==> config.mk <==
export PLATFORM = sky130hd
export DESIGN_NAME = preamble_tx_flat
export DESIGN_NICKNAME = d
export VERILOG_FILES = /design/src/rtl/preamble_tx_pkg.sv /design/src/rtl/preamble_tx_if.sv /design/src/rtl/preamble_tx_rom.sv /design/src/rtl/preamble_tx.sv /design/src/flat_wrapper.sv
export SDC_FILE = /design/constraint.sdc
export NUM_CORES = 1
export LEC_CHECK = 0
export ABC_AREA = 1
export BUFFER_PORTS_ARGS = -buffer_cell sky130_fd_sc_hd__buf_2
export CELL_PAD_IN_SITES_DETAIL_PLACEMENT = 0
export CELL_PAD_IN_SITES_GLOBAL_PLACEMENT = 1
export CORE_ASPECT_RATIO = 0.6
export CORE_UTILIZATION = 46
export CTS_BUF_LIST = sky130_fd_sc_hd__clkbuf_4 sky130_fd_sc_hd__clkbuf_8 sky130_fd_sc_hd__clkbuf_16
export DETAILED_ROUTE_END_ITERATION = 8
export GPL_TIMING_DRIVEN = 0
export HOLD_SLACK_MARGIN = 0.08
export PLACE_DENSITY_LB_ADDON = 0.1
export REMOVE_ABC_BUFFERS = 1
export SETUP_SLACK_MARGIN = 0.4
export SLEW_MARGIN = 10
export SYNTH_ARGS = -nofsm -noshare
export SYNTH_HDL_FRONTEND = slang
export SYNTH_SLANG_ARGS = --single-unit
==> constraint.sdc <==
create_clock -name clk_in -period 4.9 [get_ports clk_in]
set_clock_uncertainty 0.05 [all_clocks]
set_input_delay 0.735 -clock clk_in [delete_from_list [all_inputs] [get_ports clk_in]]
set_output_delay 0.735 -clock clk_in [all_outputs]
set_load 0.01 [all_outputs]
==> src/rtl/preamble_tx_pkg.sv <==
// Shared types, frame geometry and the 802.11 legacy preamble sample tables for preamble_tx.
// Samples are {I,Q} Q1.15; table entries are written in thousandths of full scale.
package preamble_pkg;

  typedef enum logic [2:0] {
    S_IDLE   = 3'd0,
    S_STS    = 3'd1,
    S_LTS_GI = 3'd2,
    S_LTS    = 3'd3,
    S_GAP    = 3'd4
  } state_t;

  localparam int STS_LEN      = 16;
  localparam int STS_REPS     = 10;
  localparam int LTS_LEN      = 64;
  localparam int GI2_LEN      = 32;
  localparam int PREAMBLE_LEN = 320;

  // Convert a (re, im) pair given in thousandths into a packed Q1.15 {I,Q} word.
  function automatic logic [31:0] iq(input int re_m, input int im_m);
    int v_re;
    int v_im;
    v_re = (re_m * 32768) / 1000;
    v_im = (im_m * 32768) / 1000;
    return {v_re[15:0], v_im[15:0]};
  endfunction

  // Arithmetic right shift applied independently to the I and Q halves.
  function automatic logic [31:0] scale_iq(input logic [31:0] s, input logic [2:0] sh);
    logic signed [15:0] v_i;
    logic signed [15:0] v_q;
    v_i = $signed(s[31:16]) >>> sh;
    v_q = $signed(s[15:0]) >>> sh;
    return {v_i, v_q};
  endfunction

  localparam logic [31:0] STS_ROM [STS_LEN] = '{
    iq(  46,   46), iq(-132,    2), iq( -13,  -79), iq( 143,  -13),
    iq(  92,    0), iq( 143,  -13), iq( -13,  -79), iq(-132,    2),
    iq(  46,   46), iq(   2, -132), iq( -79,  -13), iq( -13,  143),
    iq(   0,   92), iq( -13,  143), iq( -79,  -13), iq(   2, -132)
  };

  localparam logic [31:0] LTS_ROM [LTS_LEN] = '{
    iq( 156,    0), iq(  -5, -120), iq(  40, -111), iq(  97,   83),
    iq(  21,   28), iq(  60,  -88), iq(-115,  -55), iq( -38, -106),
    iq(  98,  -26), iq(  53,    4), iq(   1, -115), iq(-137,  -47),
    iq(  24,  -59), iq(  59,  -15), iq( -22,  161), iq( 119,   -4),
    iq(  62,   62), iq(  37,  -98), iq( -57,  -39), iq(-131,  -65),
    iq(  82,  -92), iq(  70,  -14), iq( -60,  -81), iq( -56,   22),
    iq( -35,  151), iq(-122,   17), iq(-127,   21), iq(  75,   74),
    iq(  -3,  -54), iq( -92,  115), iq(  92,  106), iq(  12,   98),
    iq(-156,    0), iq(  12,  -98), iq(  92, -106), iq( -92, -115),
    iq(  -3,   54), iq(  75,  -74), iq(-127,  -21), iq(-122,  -17),
    iq( -35, -151), iq( -56,  -22), iq( -60,   81), iq(  70,   14),
    iq(  82,   92), iq(-131,   65), iq( -57,   39), iq(  37,   98),
    iq(  62,  -62), iq( 119,    4), iq( -22, -161), iq(  59,   15),
    iq(  24,   59), iq(-137,   47), iq(   1,  115), iq(  53,   -4),
    iq(  98,   26), iq( -38,  106), iq(-115,   55), iq(  60,   88),
    iq(  21,  -28), iq(  97,  -83), iq(  40,  111), iq(  -5,  120)
  };

endpackage

==> src/rtl/preamble_tx_if.sv <==
// AXI-Stream {I,Q} sample channel between preamble_tx and the upsampler/DAC or loopback path.
interface preamble_tx_if;
  logic        tvalid;
  logic [31:0] tdata;
  logic        tlast;
  logic        tready;

  modport master (output tvalid, output tdata, output tlast, input tready);
  modport slave  (input tvalid, input tdata, input tlast, output tready);
endinterface

==> src/rtl/preamble_tx_rom.sv <==
// Combinational preamble sample lookup: STS uses addr[3:0], LTS uses the full 6-bit address.
module preamble_rom
  import preamble_pkg::*;
(
  input  logic        i_is_lts,
  input  logic [5:0]  i_addr,
  output logic [31:0] o_sample
);

  // Table select
  always_comb begin
    o_sample = 32'd0;
    if (i_is_lts) begin
      o_sample = LTS_ROM[i_addr];
    end else begin
      o_sample = STS_ROM[i_addr[3:0]];
    end
  end

endmodule

==> src/rtl/preamble_tx.sv <==
// 802.11 legacy preamble burst generator (STS, GI2+2xLTS, optional zero gap) on an AXI-Stream master.
// Define PREAMBLE_TX_WINDOW_EN to halve beats 0 and 319 as edge windowing.
module preamble_tx
  import preamble_pkg::*;
#(
  parameter int GAP_LEN = 0
) (
  input  logic          clk_in,
  input  logic          rst_n_in,
  input  logic          start_in,
  input  logic          abort_in,
  input  logic [1:0]    gain_in,
  preamble_tx_if.master tx_axis,
  output logic          busy_out,
  output logic [15:0]   frame_cnt_out
);

  localparam logic [8:0] STS_END  = 9'(STS_LEN * STS_REPS);
  localparam logic [8:0] GI_END   = 9'(STS_LEN * STS_REPS + GI2_LEN);
  localparam logic [8:0] ROM_END  = 9'(PREAMBLE_LEN);
  localparam logic [8:0] LAST_IDX = 9'(PREAMBLE_LEN - 1 + GAP_LEN);

  state_t      r_state;
  logic [8:0]  r_idx;
  logic [1:0]  r_gain;
  logic        r_abort;
  logic        r_busy;
  logic [15:0] r_frame_cnt;
  logic        r_tvalid;
  logic [31:0] r_tdata;
  logic        r_tlast;

  state_t      w_state_nxt;
  logic [8:0]  w_idx_nxt;
  logic [1:0]  w_gain_nxt;
  logic        w_abort_nxt;
  logic        w_busy_nxt;
  logic [15:0] w_frame_nxt;
  logic        w_tvalid_nxt;
  logic [31:0] w_tdata_nxt;
  logic        w_tlast_nxt;

  logic        w_hs;
  logic [8:0]  w_load_idx;
  logic [1:0]  w_gain_use;
  state_t      w_load_state;
  logic        w_is_rom;
  logic        w_is_lts;
  logic [5:0]  w_rom_addr;
  logic [31:0] w_rom_sample;
  logic        w_win;
  logic [2:0]  w_shift;
  logic [31:0] w_sample;

  assign w_hs = r_tvalid && tx_axis.tready;

  // The beat being loaded is idx 0 on start, otherwise the successor of the beat just accepted.
  assign w_load_idx = (r_state == S_IDLE) ? 9'd0 : (r_idx + 9'd1);
  assign w_gain_use = (r_state == S_IDLE) ? gain_in : r_gain;

  assign w_is_rom   = (w_load_idx < ROM_END);
  assign w_is_lts   = (w_load_idx >= STS_END);
  assign w_rom_addr = w_is_lts ? w_load_idx[5:0] : {2'b00, w_load_idx[3:0]};

  preamble_rom u_rom (
    .i_is_lts (w_is_lts),
    .i_addr   (w_rom_addr),
    .o_sample (w_rom_sample)
  );

`ifdef PREAMBLE_TX_WINDOW_EN
  assign w_win = (w_load_idx == 9'd0) || (w_load_idx == 9'(PREAMBLE_LEN - 1));
`else
  assign w_win = 1'b0;
`endif

  assign w_shift  = {1'b0, w_gain_use} + {2'b00, w_win};
  assign w_sample = w_is_rom ? scale_iq(w_rom_sample, w_shift) : 32'd0;

  // Segment of the burst that the loaded index falls in
  always_comb begin
    w_load_state = S_GAP;
    if (w_load_idx < STS_END) begin
      w_load_state = S_STS;
    end else if (w_load_idx < GI_END) begin
      w_load_state = S_LTS_GI;
    end else if (w_load_idx < ROM_END) begin
      w_load_state = S_LTS;
    end else begin
      w_load_state = S_GAP;
    end
  end

  // FSM next state and output-register next values
  always_comb begin
    w_state_nxt  = r_state;
    w_idx_nxt    = r_idx;
    w_gain_nxt   = r_gain;
    w_abort_nxt  = r_abort;
    w_busy_nxt   = r_busy;
    w_frame_nxt  = r_frame_cnt;
    w_tvalid_nxt = r_tvalid;
    w_tdata_nxt  = r_tdata;
    w_tlast_nxt  = r_tlast;
    case (r_state)
      S_IDLE: begin
        w_abort_nxt = 1'b0;
        if (start_in) begin
          w_gain_nxt   = gain_in;
          w_busy_nxt   = 1'b1;
          w_tvalid_nxt = 1'b1;
          w_idx_nxt    = w_load_idx;
          w_state_nxt  = w_load_state;
          w_tdata_nxt  = w_sample;
          w_tlast_nxt  = (w_load_idx == LAST_IDX);
        end else begin
          w_busy_nxt = 1'b0;
        end
      end
      S_STS, S_LTS_GI, S_LTS, S_GAP: begin
        if (w_hs && r_tlast) begin
          // Final beat accepted, whether natural or the abort terminator.
          w_state_nxt  = S_IDLE;
          w_idx_nxt    = 9'd0;
          w_abort_nxt  = 1'b0;
          w_busy_nxt   = 1'b0;
          w_frame_nxt  = r_frame_cnt + 16'd1;
          w_tvalid_nxt = 1'b0;
          w_tdata_nxt  = 32'd0;
          w_tlast_nxt  = 1'b0;
        end else if (w_hs && (r_abort || abort_in)) begin
          w_abort_nxt = 1'b1;
          w_tdata_nxt = 32'd0;
          w_tlast_nxt = 1'b1;
        end else if (w_hs) begin
          w_idx_nxt   = w_load_idx;
          w_state_nxt = w_load_state;
          w_tdata_nxt = w_sample;
          w_tlast_nxt = (w_load_idx == LAST_IDX);
        end else begin
          w_abort_nxt = r_abort || abort_in;
        end
      end
      default: begin
        w_state_nxt  = S_IDLE;
        w_idx_nxt    = 9'd0;
        w_abort_nxt  = 1'b0;
        w_busy_nxt   = 1'b0;
        w_tvalid_nxt = 1'b0;
        w_tdata_nxt  = 32'd0;
        w_tlast_nxt  = 1'b0;
      end
    endcase
  end

  // State and output registers
  always_ff @(posedge clk_in or negedge rst_n_in) begin
    if (!rst_n_in) begin
      r_state     <= S_IDLE;
      r_idx       <= 9'd0;
      r_gain      <= 2'd0;
      r_abort     <= 1'b0;
      r_busy      <= 1'b0;
      r_frame_cnt <= 16'd0;
      r_tvalid    <= 1'b0;
      r_tdata     <= 32'd0;
      r_tlast     <= 1'b0;
    end else begin
      r_state     <= w_state_nxt;
      r_idx       <= w_idx_nxt;
      r_gain      <= w_gain_nxt;
      r_abort     <= w_abort_nxt;
      r_busy      <= w_busy_nxt;
      r_frame_cnt <= w_frame_nxt;
      r_tvalid    <= w_tvalid_nxt;
      r_tdata     <= w_tdata_nxt;
      r_tlast     <= w_tlast_nxt;
    end
  end

  assign tx_axis.tvalid = r_tvalid;
  assign tx_axis.tdata  = r_tdata;
  assign tx_axis.tlast  = r_tlast;
  assign busy_out       = r_busy;
  assign frame_cnt_out  = r_frame_cnt;

endmodule
==> src/flat_wrapper.sv <==
// flat-port wrapper written by rule: the top's interface ports become plain ports
module preamble_tx_flat import preamble_pkg::*;
#(
  parameter int GAP_LEN = 0
)
  (clk_in, rst_n_in, start_in, abort_in, gain_in, busy_out, frame_cnt_out, tx_axis_tvalid, tx_axis_tdata, tx_axis_tlast, tx_axis_tready);
  preamble_tx_if tx_axis_i ();
  input  logic clk_in;
  input  logic rst_n_in;
  input  logic start_in;
  input  logic abort_in;
  input  logic [1:0] gain_in;
  output logic busy_out;
  output logic [15:0] frame_cnt_out;
  output wire logic [$bits(tx_axis_i.tvalid)-1:0] tx_axis_tvalid;
  output wire logic [$bits(tx_axis_i.tdata)-1:0] tx_axis_tdata;
  output wire logic [$bits(tx_axis_i.tlast)-1:0] tx_axis_tlast;
  input wire logic [$bits(tx_axis_i.tready)-1:0] tx_axis_tready;
  assign tx_axis_tvalid = tx_axis_i.tvalid;
  assign tx_axis_tdata = tx_axis_i.tdata;
  assign tx_axis_tlast = tx_axis_i.tlast;
  assign tx_axis_i.tready = tx_axis_tready;
  preamble_tx #(.GAP_LEN(GAP_LEN)) u_core (.clk_in(clk_in), .rst_n_in(rst_n_in), .start_in(start_in), .abort_in(abort_in), .gain_in(gain_in), .tx_axis(tx_axis_i), .busy_out(busy_out), .frame_cnt_out(frame_cnt_out));
endmodule
# After elaboration in Yosys (flattened, before gate mapping)
# Memory sizes are Yosys's and may differ from the RTL's.
# Index checks and enable logic that the tools add are counted.
# totals
regBits	66
rom_bits	2560
inputBits	7
output_inout_bits	51
word_cells	86
memories	2
# op_classes
n_addsub	2
order_cmp	6
eq_ne	11
shift	2
mux	41
n_bitwise	2
n_reduce_logical	11
# memory_table
memory	depth	width	rd	rd_clocked_by_memory_dff	write_ports	line	text
(no name shown)	64	32	1	0	0	preamble_tx_rom.sv:14	o_sample = LTS_ROM[i_addr];
(no name shown)	16	32	1	0	0	preamble_tx_rom.sv:16	o_sample = STS_ROM[i_addr[3:0]];
# ops
cell	count
2-to-1 mux 32 bit	10
one-hot mux 32 bit (2 select lines)	1
2-to-1 mux 9 bit	5
>>> shifter 16 x 2 -> 16 bit	2
2-to-1 mux 3 bit	7
less-than comparator 9 x 8 -> 1 bit (second input constant)	2
one-hot mux 9 bit (2 select lines)	1
adder 16 x 1 -> 16 bit (second input constant)	1
2-to-1 mux 1 bit	11
adder 9 x 1 -> 9 bit (second input constant)	1
== test 9 bit (second input constant)	1
>= comparator 9 x 8 -> 1 bit (second input constant)	1
less-than comparator 9 bit (second input constant)	1
AND reduction 2 bit	4
>= comparator 7 bit (second input constant)	1
inverter 6 -> 7 bit	1
== test 3 x 2 -> 1 bit (second input constant)	2
2-to-1 mux 6 bit	1
one-hot mux 1 bit (2 select lines)	3
one-hot mux 3 bit (2 select lines)	1
>= comparator 5 bit (second input constant)	1
inverter 4 -> 5 bit	1
!= test 4 x 1 -> 1 bit (second input constant)	1
!= test 4 bit (second input constant)	1
other kinds (12)	14

# Longest topological paths before layout
# depth
word_depth	15
ltp_mapped	19
ltp_nobuf	18

# By module
# From an unflattened synthesis, not the netlist that was laid out.
# hier_totals
hier_cells	1222
hier_area_um2	7041.8
# by_module_without_submodules
module	n_inst	cells_each	area_each_um2	seq_area_each_um2
preamble_tx	1	561	3918.8	1651.6
preamble_rom	1	661	3123.0	0.0

# Least setup slack after synthesis
# Ideal clock, no wire load.
# synth_path
kind	flip-flop to flip-flop
from	register u_core.r_state[0]
to	register u_core.r_tdata[0], in the netlist u_core.tx_axis.tdata[0]
setup_time_ns	0.124
t_arrival_ns	2.502
required_time_ns	4.726
slack_ns	2.224
path_stages_with_launch	20
n_path_buf	1
period_less_slack_ns	2.676
path_cell_list	dfrtp_1 > nor2_1 > nand2_2 > buf_4 > nand2_2 > inv_1 > ha_1 > inv_1 > nand2_1 > nand2_1 > inv_1 > nand2_1 > nand2_1 > inv_1 > nand2_1 > nand3_1 > nand3_1 > nand2_1 > nand3_1 > nand3_1
# synth_via
elab_chain_len	15
elab_cells_between_ends	30
cone_classes	order compare: 2; eq/ne: 6; shift: 1; mux: 14; bitwise: 2; reduce/logical: 3; memory: 2
# synth_rtl
item	line	text
start, declared	preamble_tx.sv:23	state_t r_state;
start signal, assigned	preamble_tx.sv:169	r_state <= w_state_nxt;
logical NOT 3 bit	preamble_tx.sv:58, preamble_tx.sv:59, preamble_tx.sv:105	
2-to-1 mux 9 bit	preamble_tx.sv:58	assign w_load_idx = (r_state == S_IDLE) ? 9'd0 : (r_idx + 9'd1);
>= comparator 9 x 8 -> 1 bit	preamble_tx.sv:62	assign w_is_lts = (w_load_idx >= STS_END);
2-to-1 mux 6 bit	preamble_tx.sv:63	assign w_rom_addr = w_is_lts ? w_load_idx[5:0] : {2'b00, w_load_idx[3:0]};
inverter 6 -> 7 bit (not written as such)	preamble_tx_rom.sv:14	
memory read (64 x 32 bit)	n/a	
2-to-1 mux 32 bit (not written as such) (2 in series)	preamble_tx_rom.sv:14	
2-to-1 mux 32 bit	preamble_tx_rom.sv:13	if (i_is_lts) begin
>>> shifter 16 x 2 -> 16 bit	preamble_tx_pkg.sv:33	v_q = $signed(s[15:0]) >>> sh;
2-to-1 mux 32 bit	preamble_tx.sv:78	assign w_sample = w_is_rom ? scale_iq(w_rom_sample, w_shift) : 32'd0;
2-to-1 mux 32 bit	preamble_tx.sv:135	end else if (w_hs) begin
2-to-1 mux 32 bit	preamble_tx.sv:131	end else if (w_hs && (r_abort || abort_in)) begin
2-to-1 mux 32 bit	preamble_tx.sv:121	if (w_hs && r_tlast) begin
one-hot mux 32 bit (2 select lines)	preamble_tx.sv:105	case (r_state)
end signal, assigned	preamble_tx.sv:176	r_tdata <= w_tdata_nxt;
end, declared	preamble_tx.sv:30	logic [31:0] r_tdata;
# Parallel ways exist; a longest one is shown, timed or not. The select of a mux whose other input is x is not followed.
# A chain may end at the register's enable or synchronous reset.

# Worst setup path after layout
# layout_path
from	register u_core.r_idx[0]
to	register u_core.r_tdata[21], in the netlist u_core.tx_axis.tdata[21]
# layout_via
elab_chain_len	15
elab_cells_between_ends	21
cone_classes	add/sub: 1; order compare: 2; shift: 1; mux: 13; bitwise: 2; memory: 2
# layout_rtl
item	line	text
start, declared	preamble_tx.sv:24	logic [8:0] r_idx;
start signal, assigned	preamble_tx.sv:170	r_idx <= w_idx_nxt;
adder 9 x 1 -> 9 bit *	preamble_tx.sv:58	
2-to-1 mux 9 bit *	preamble_tx.sv:58	
>= comparator 9 x 8 -> 1 bit	preamble_tx.sv:62	
2-to-1 mux 6 bit	preamble_tx.sv:63	
inverter 6 -> 7 bit (not written as such)	preamble_tx_rom.sv:14	
memory read (64 x 32 bit)	n/a	
2-to-1 mux 32 bit (not written as such) (2 in series)	preamble_tx_rom.sv:14	
2-to-1 mux 32 bit	preamble_tx_rom.sv:13	
>>> shifter 16 x 2 -> 16 bit	preamble_tx_pkg.sv:32	v_i = $signed(s[31:16]) >>> sh;
2-to-1 mux 32 bit *	preamble_tx.sv:78	
2-to-1 mux 32 bit	preamble_tx.sv:135	
2-to-1 mux 32 bit	preamble_tx.sv:131	
2-to-1 mux 32 bit	preamble_tx.sv:121	
one-hot mux 32 bit (2 select lines) *	preamble_tx.sv:105	
# Every way passes the cells marked *; elsewhere a longest branch is shown, timed or not. The select of a mux whose other input is x is not followed.

==> out/results.env <==
DPL.HPWL_UM=19700
SYNTH_ENABLE_FLOP_CELLS=0
DRT_DRC_VIOLATIONS_LEFT=0
NETLIST_TOP_CELLS_COUNT='336 x nand2_1, 218 x nand3_1, 91 x inv_1'
SYNTH.LIB_CELLS_USED.DISTINCT=38
PLACE.GP.CONGESTION=1.08
WORSTPATHMAXFANOUT=29
YOSYS-TOP-CELLS-AREA='dfrtp_1 24%, nand2_1 20%, nand3_1 17%, inv_1 5.4%, o21ai_0 4.4%'
DRV.MAX_CAP_VIOLATION_COUNT=0
SYNTH-COMPOUND-AREA-SHARE_PCT=11.5
POST-ROUTE-MIN-PERIOD_NS=4.31
SYNTH_LARGEST_AREA_CELL='dfrtp_1'
POST_DRT_WL_PER_CELL_UM=21.3
P_SW_SHARE_PCT=54.9
CTSROOTBUFFERMASTER='clkbuf_16'
IRDROPWORSTVDD_mV=0.316
SETUP_VIOLATIONS=0
POST_SYNTH_XOR_AREA_FRACTION_PCT=1.93
CRITICAL_PATH.REG2REG.ENDPOINT='u_core.tx_axis.tdata[21]'
WL_UM=26400
CRITICAL_R2R_LAUNCH='u_core.r_idx[0]'
INSERTION_DELAY_NS=0.33
FIN_CRIT_SHARE_PCT=88.0
INTERNAL_POWER_uW=1880
POWERDENSITY_nW_PER_UM2=599
SETUP_REPAIR_AFTER_GLOBAL_ROUTING_MISSED_ITS_MARGIN='no'
DIE-AREA_UM2=14300
IO_PINS=58
YS_FF_LATCH=62
STATIC-LEAKAGE-POWER_uW=0.00361
SYNTHSIMPLEGATEAREAFRAC_PCT=47.6
SYNTHMOSTINSTANTIATEDCELL='nand2_1'
R2R_SETUP_SLACK_NS=0.59
SYNTH_TOP_AREA_SHARE_PCT=24.5
FINAL_LAYOUT_SIZE_SUFFIX_GT1_SHARE_PCT=11.4
SEQ_POWER_SHARE_PCT=17.4
NETSWITCHINGPOWER_uW=2290
FLOORPLAN.CORE_AREA_UM2=13100
DIE-WIDTH_UM=154
FLOORPLAN.INITIALDENSITY_PCT=48.3
LARGEST_NET_DEGREE_AT_THE_START_OF_GLOBAL_ROUTING=75
PORT_BUFFERS=57
POWER.SHARE.COMBINATIONAL_PCT=66.8
CRITPATHLAUNCHTYPE='register'
NUM-NETS-FINAL=1086
TIMING.CRITICAL_PATH.REQUIRED_NS=5.06
PLACEDCELLCOUNT=1223
YS_FLOP_TYPE='dfrtp_1'
DIE-HEIGHT_UM=92.9
WORST_SETUP_PATH_ENDPOINT='u_core.tx_axis.tdata[21]'
CLOCK-SINKS=62
ROUTED_VIA_DENSITY=6.20
WORST_SETUP_PATH_END_KIND='register'
TRITONCTS_CLOCK_TREE='done'
HOLD_VIOLATIONS=0
FINISH.CELL_COUNT_WITHOUT_FILLERS=1239
MAX_CLOCK_FREQ_MHz=232
FIN_HOLD_WS_NS=0.411
CTS_INSERTED_BUFFERS=9
SYNTHESIS.AREA_PER_INSTANCE_UM2=6.05
ANT_NETS=0
POST_SYNTH_MUX_AREA_SHARE_PCT=0.355
DR.PASS1.ITERS=7
RESULT_OF_THE_RUN='finished clean'
ROWS=32
SEQUENTIAL_AREA_SHARE_AFTER_SYNTHESIS_PCT=24.5
DRT_ITER0_DRC=1165
SYNTH_AREA_UM2=6340
CRIT_PATH_START='u_core.r_idx[0]'
SYNTH-ASYNC-RESET-RATIO_PCT=100
FIRST_PASS_GRT_WIRE_LENGTH_UM=40600
WORST-R2R-CELL-COUNT=14
HTREEDEPTH=3
TIMING.CRITICAL_PATH.ARRIVAL_NS=4.47
TIMING.SETUP.CRITICAL_PATH_CLASS='register to register'
WORST_HOLD_PATH_TYPE='register to register'
GRT_PASS1_VIAS=6957
GR-TOTAL-OVERFLOW=0
SYNTH_CELLS=1048
FINALMAXSLEWVIOLATIONS=0
GRT_ANTENNA_BEFORE_REPAIR=0
TIMING.SLEW.HEADROOM_PCT=22.2
VIA_COUNT=7684
YOSYS_WARNINGS=0
CLOCK_PATH_BUFFERS=2
AREA_GROWTH_SYN_TO_LAYOUT_PCT=9.95
TIGHTESTPINTRANSITION_NS=1.17
ADDER_AND_MAJORITY_CELL_FRACTION_OF_THE_SYNTHESIZED_AREA_PCT=2.96
GLOBALROUTETOTALUTIL_PCT=37.8
OVERALL_POWER_CONSUMPTION_uW=4170
DOMINANT_COMBINATIONAL_CELL_FAMILY_BY_AREA_AFTER_SYNTHESIS='simple AND/OR/NAND/NOR gates'
ANTENNADIODECOUNT=0
POWER.SHARE.CLOCK_PCT=15.8
CLK_PIN_SLEW_WORST_PATHS_NS=0.05
power by group through the flow:
stage               clock network [µW]  logic [µW]  registers [µW]
global placement                     0        2660             728
CTS                                663        2650             727
detailed placement                   0        2640             734
finish                             659        2790             728
global route                       685        3030             742
floorplan                            0        1730             779
flip-flops by register name, summed over array words and instances (netlist names):
register               count
u_core.tx_axis.tvalid      1
u_core.tx_axis.tdata      28
u_core.r_abort             1
u_core.r_state             3
u_core.frame_cnt_out      16
u_core.tx_axis.tlast       1
u_core.busy_out            1
u_core.r_gain              2
u_core.r_idx               9
metrics by stage:
| step | setup slack, ns | util [%] | instance area, µm² | TNS [ns] |
|---|---|---|---|---|
| floorplan | 0.454 | - | 5990 | 0 |
| global placement | -2.46 | 49.4 | 6490 | -62.22 |
| detailed placement | 0.619 | 50.6 | 6650 | 0 |
| CTS | 0.588 | 53.0 | 6960 | 0 |
| global route | 0.416 | 53.1 | 6970 | 0 |
| finish | 0.590 | 53.1 | 6970 | 0 |
kinds of logic (layout without fill, tap and decap cells):
family | count (synthesis) | after routing
and+or+nand+nor | 679 | 679
buffers and inverters | 155 | 176
AOI/OAI and AO/OA | 121 | 121
DFF | 62 | 62
adders and majority gates | 15 | 15
xor gates and xnor gates | 14 | 14
muxes | 2 | 2
critical path, cell delays in order, from the launching register on:
cell      delay, ns
dfrtp_1        0.42
ha_1           0.26
nand3_1        0.14
o21ai_1        0.20
nand3_1        0.19
nand2_1        0.13
nand2_2        0.09
nand2_2        0.50
inv_2          0.45
nor2_4         0.77
o211ai_1       0.36
nand3_1        0.29
nand2_1        0.10
nand3_1        0.13
nand3_1        0.08
layout by cell type (no fill, tap or decap), types with 6 or more instances in the layout:
cell,Yosys,layout
a21oi_1,19,19
buf_2,26,56
clkbuf_16,0,9
dfrtp_1,62,62
ha_1,15,15
inv_1,91,91
nand2_1,336,336
nand2_2,8,7
nand3_1,218,218
nand4_1,31,31
nor2_1,62,57
o211ai_1,12,12
o211ai_2,6,6
o21ai_0,56,56
o22ai_1,13,13
xnor2_1,9,9
how the worst min path moves through the flow:
| stage | endpoint | startpoint | slack [ns] | depth (start not counted) |
|---|---|---|---|---|
| after global placement | u_core.frame_cnt_out[15] | u_core.frame_cnt_out[15] | 0.41 | 1 |
| final | u_core.frame_cnt_out[15] | u_core.frame_cnt_out[15] | 0.41 | 1 |
| after CTS | u_core.frame_cnt_out[15] | u_core.frame_cnt_out[15] | 0.42 | 1 |
| after detailed placement | u_core.frame_cnt_out[15] | u_core.frame_cnt_out[15] | 0.41 | 1 |
| after global routing | u_core.frame_cnt_out[15] | u_core.frame_cnt_out[15] | 0.45 | 1 |
| after floorplan | u_core.busy_out | rst_n_in | 0.39 | 0 |
layer usage:
metal,up-vias,share of wire (%),track usage (%)
met5,-,0.19,2.93
met4,2,2.4,8.58
met3,71,16,17.4
met2,539,37,49.5
li1,3525,-,-
met1,3547,45,54.6
final cells by class:
cell class              instances  area (µm²)
multi-input cells             831        4120
flip-flops and latches         62        1550
repair buffers                 63         409
well taps                     170         213
clock buffers                  13         268
fillers                      1377        6160
clock inverters                 3        42.5
inverters                      97         364
what timing repair did:
| item | 4_1_cts | 5_1_grt |
|---|---|---|
| hold buffers | 0 | 0 |
| buffers inserted | 0 | 0 |
| resized for setup | 0 | 1 |
| setup endpoints to repair | 0 | 3 |
Power figures use the tool's default switching activity.
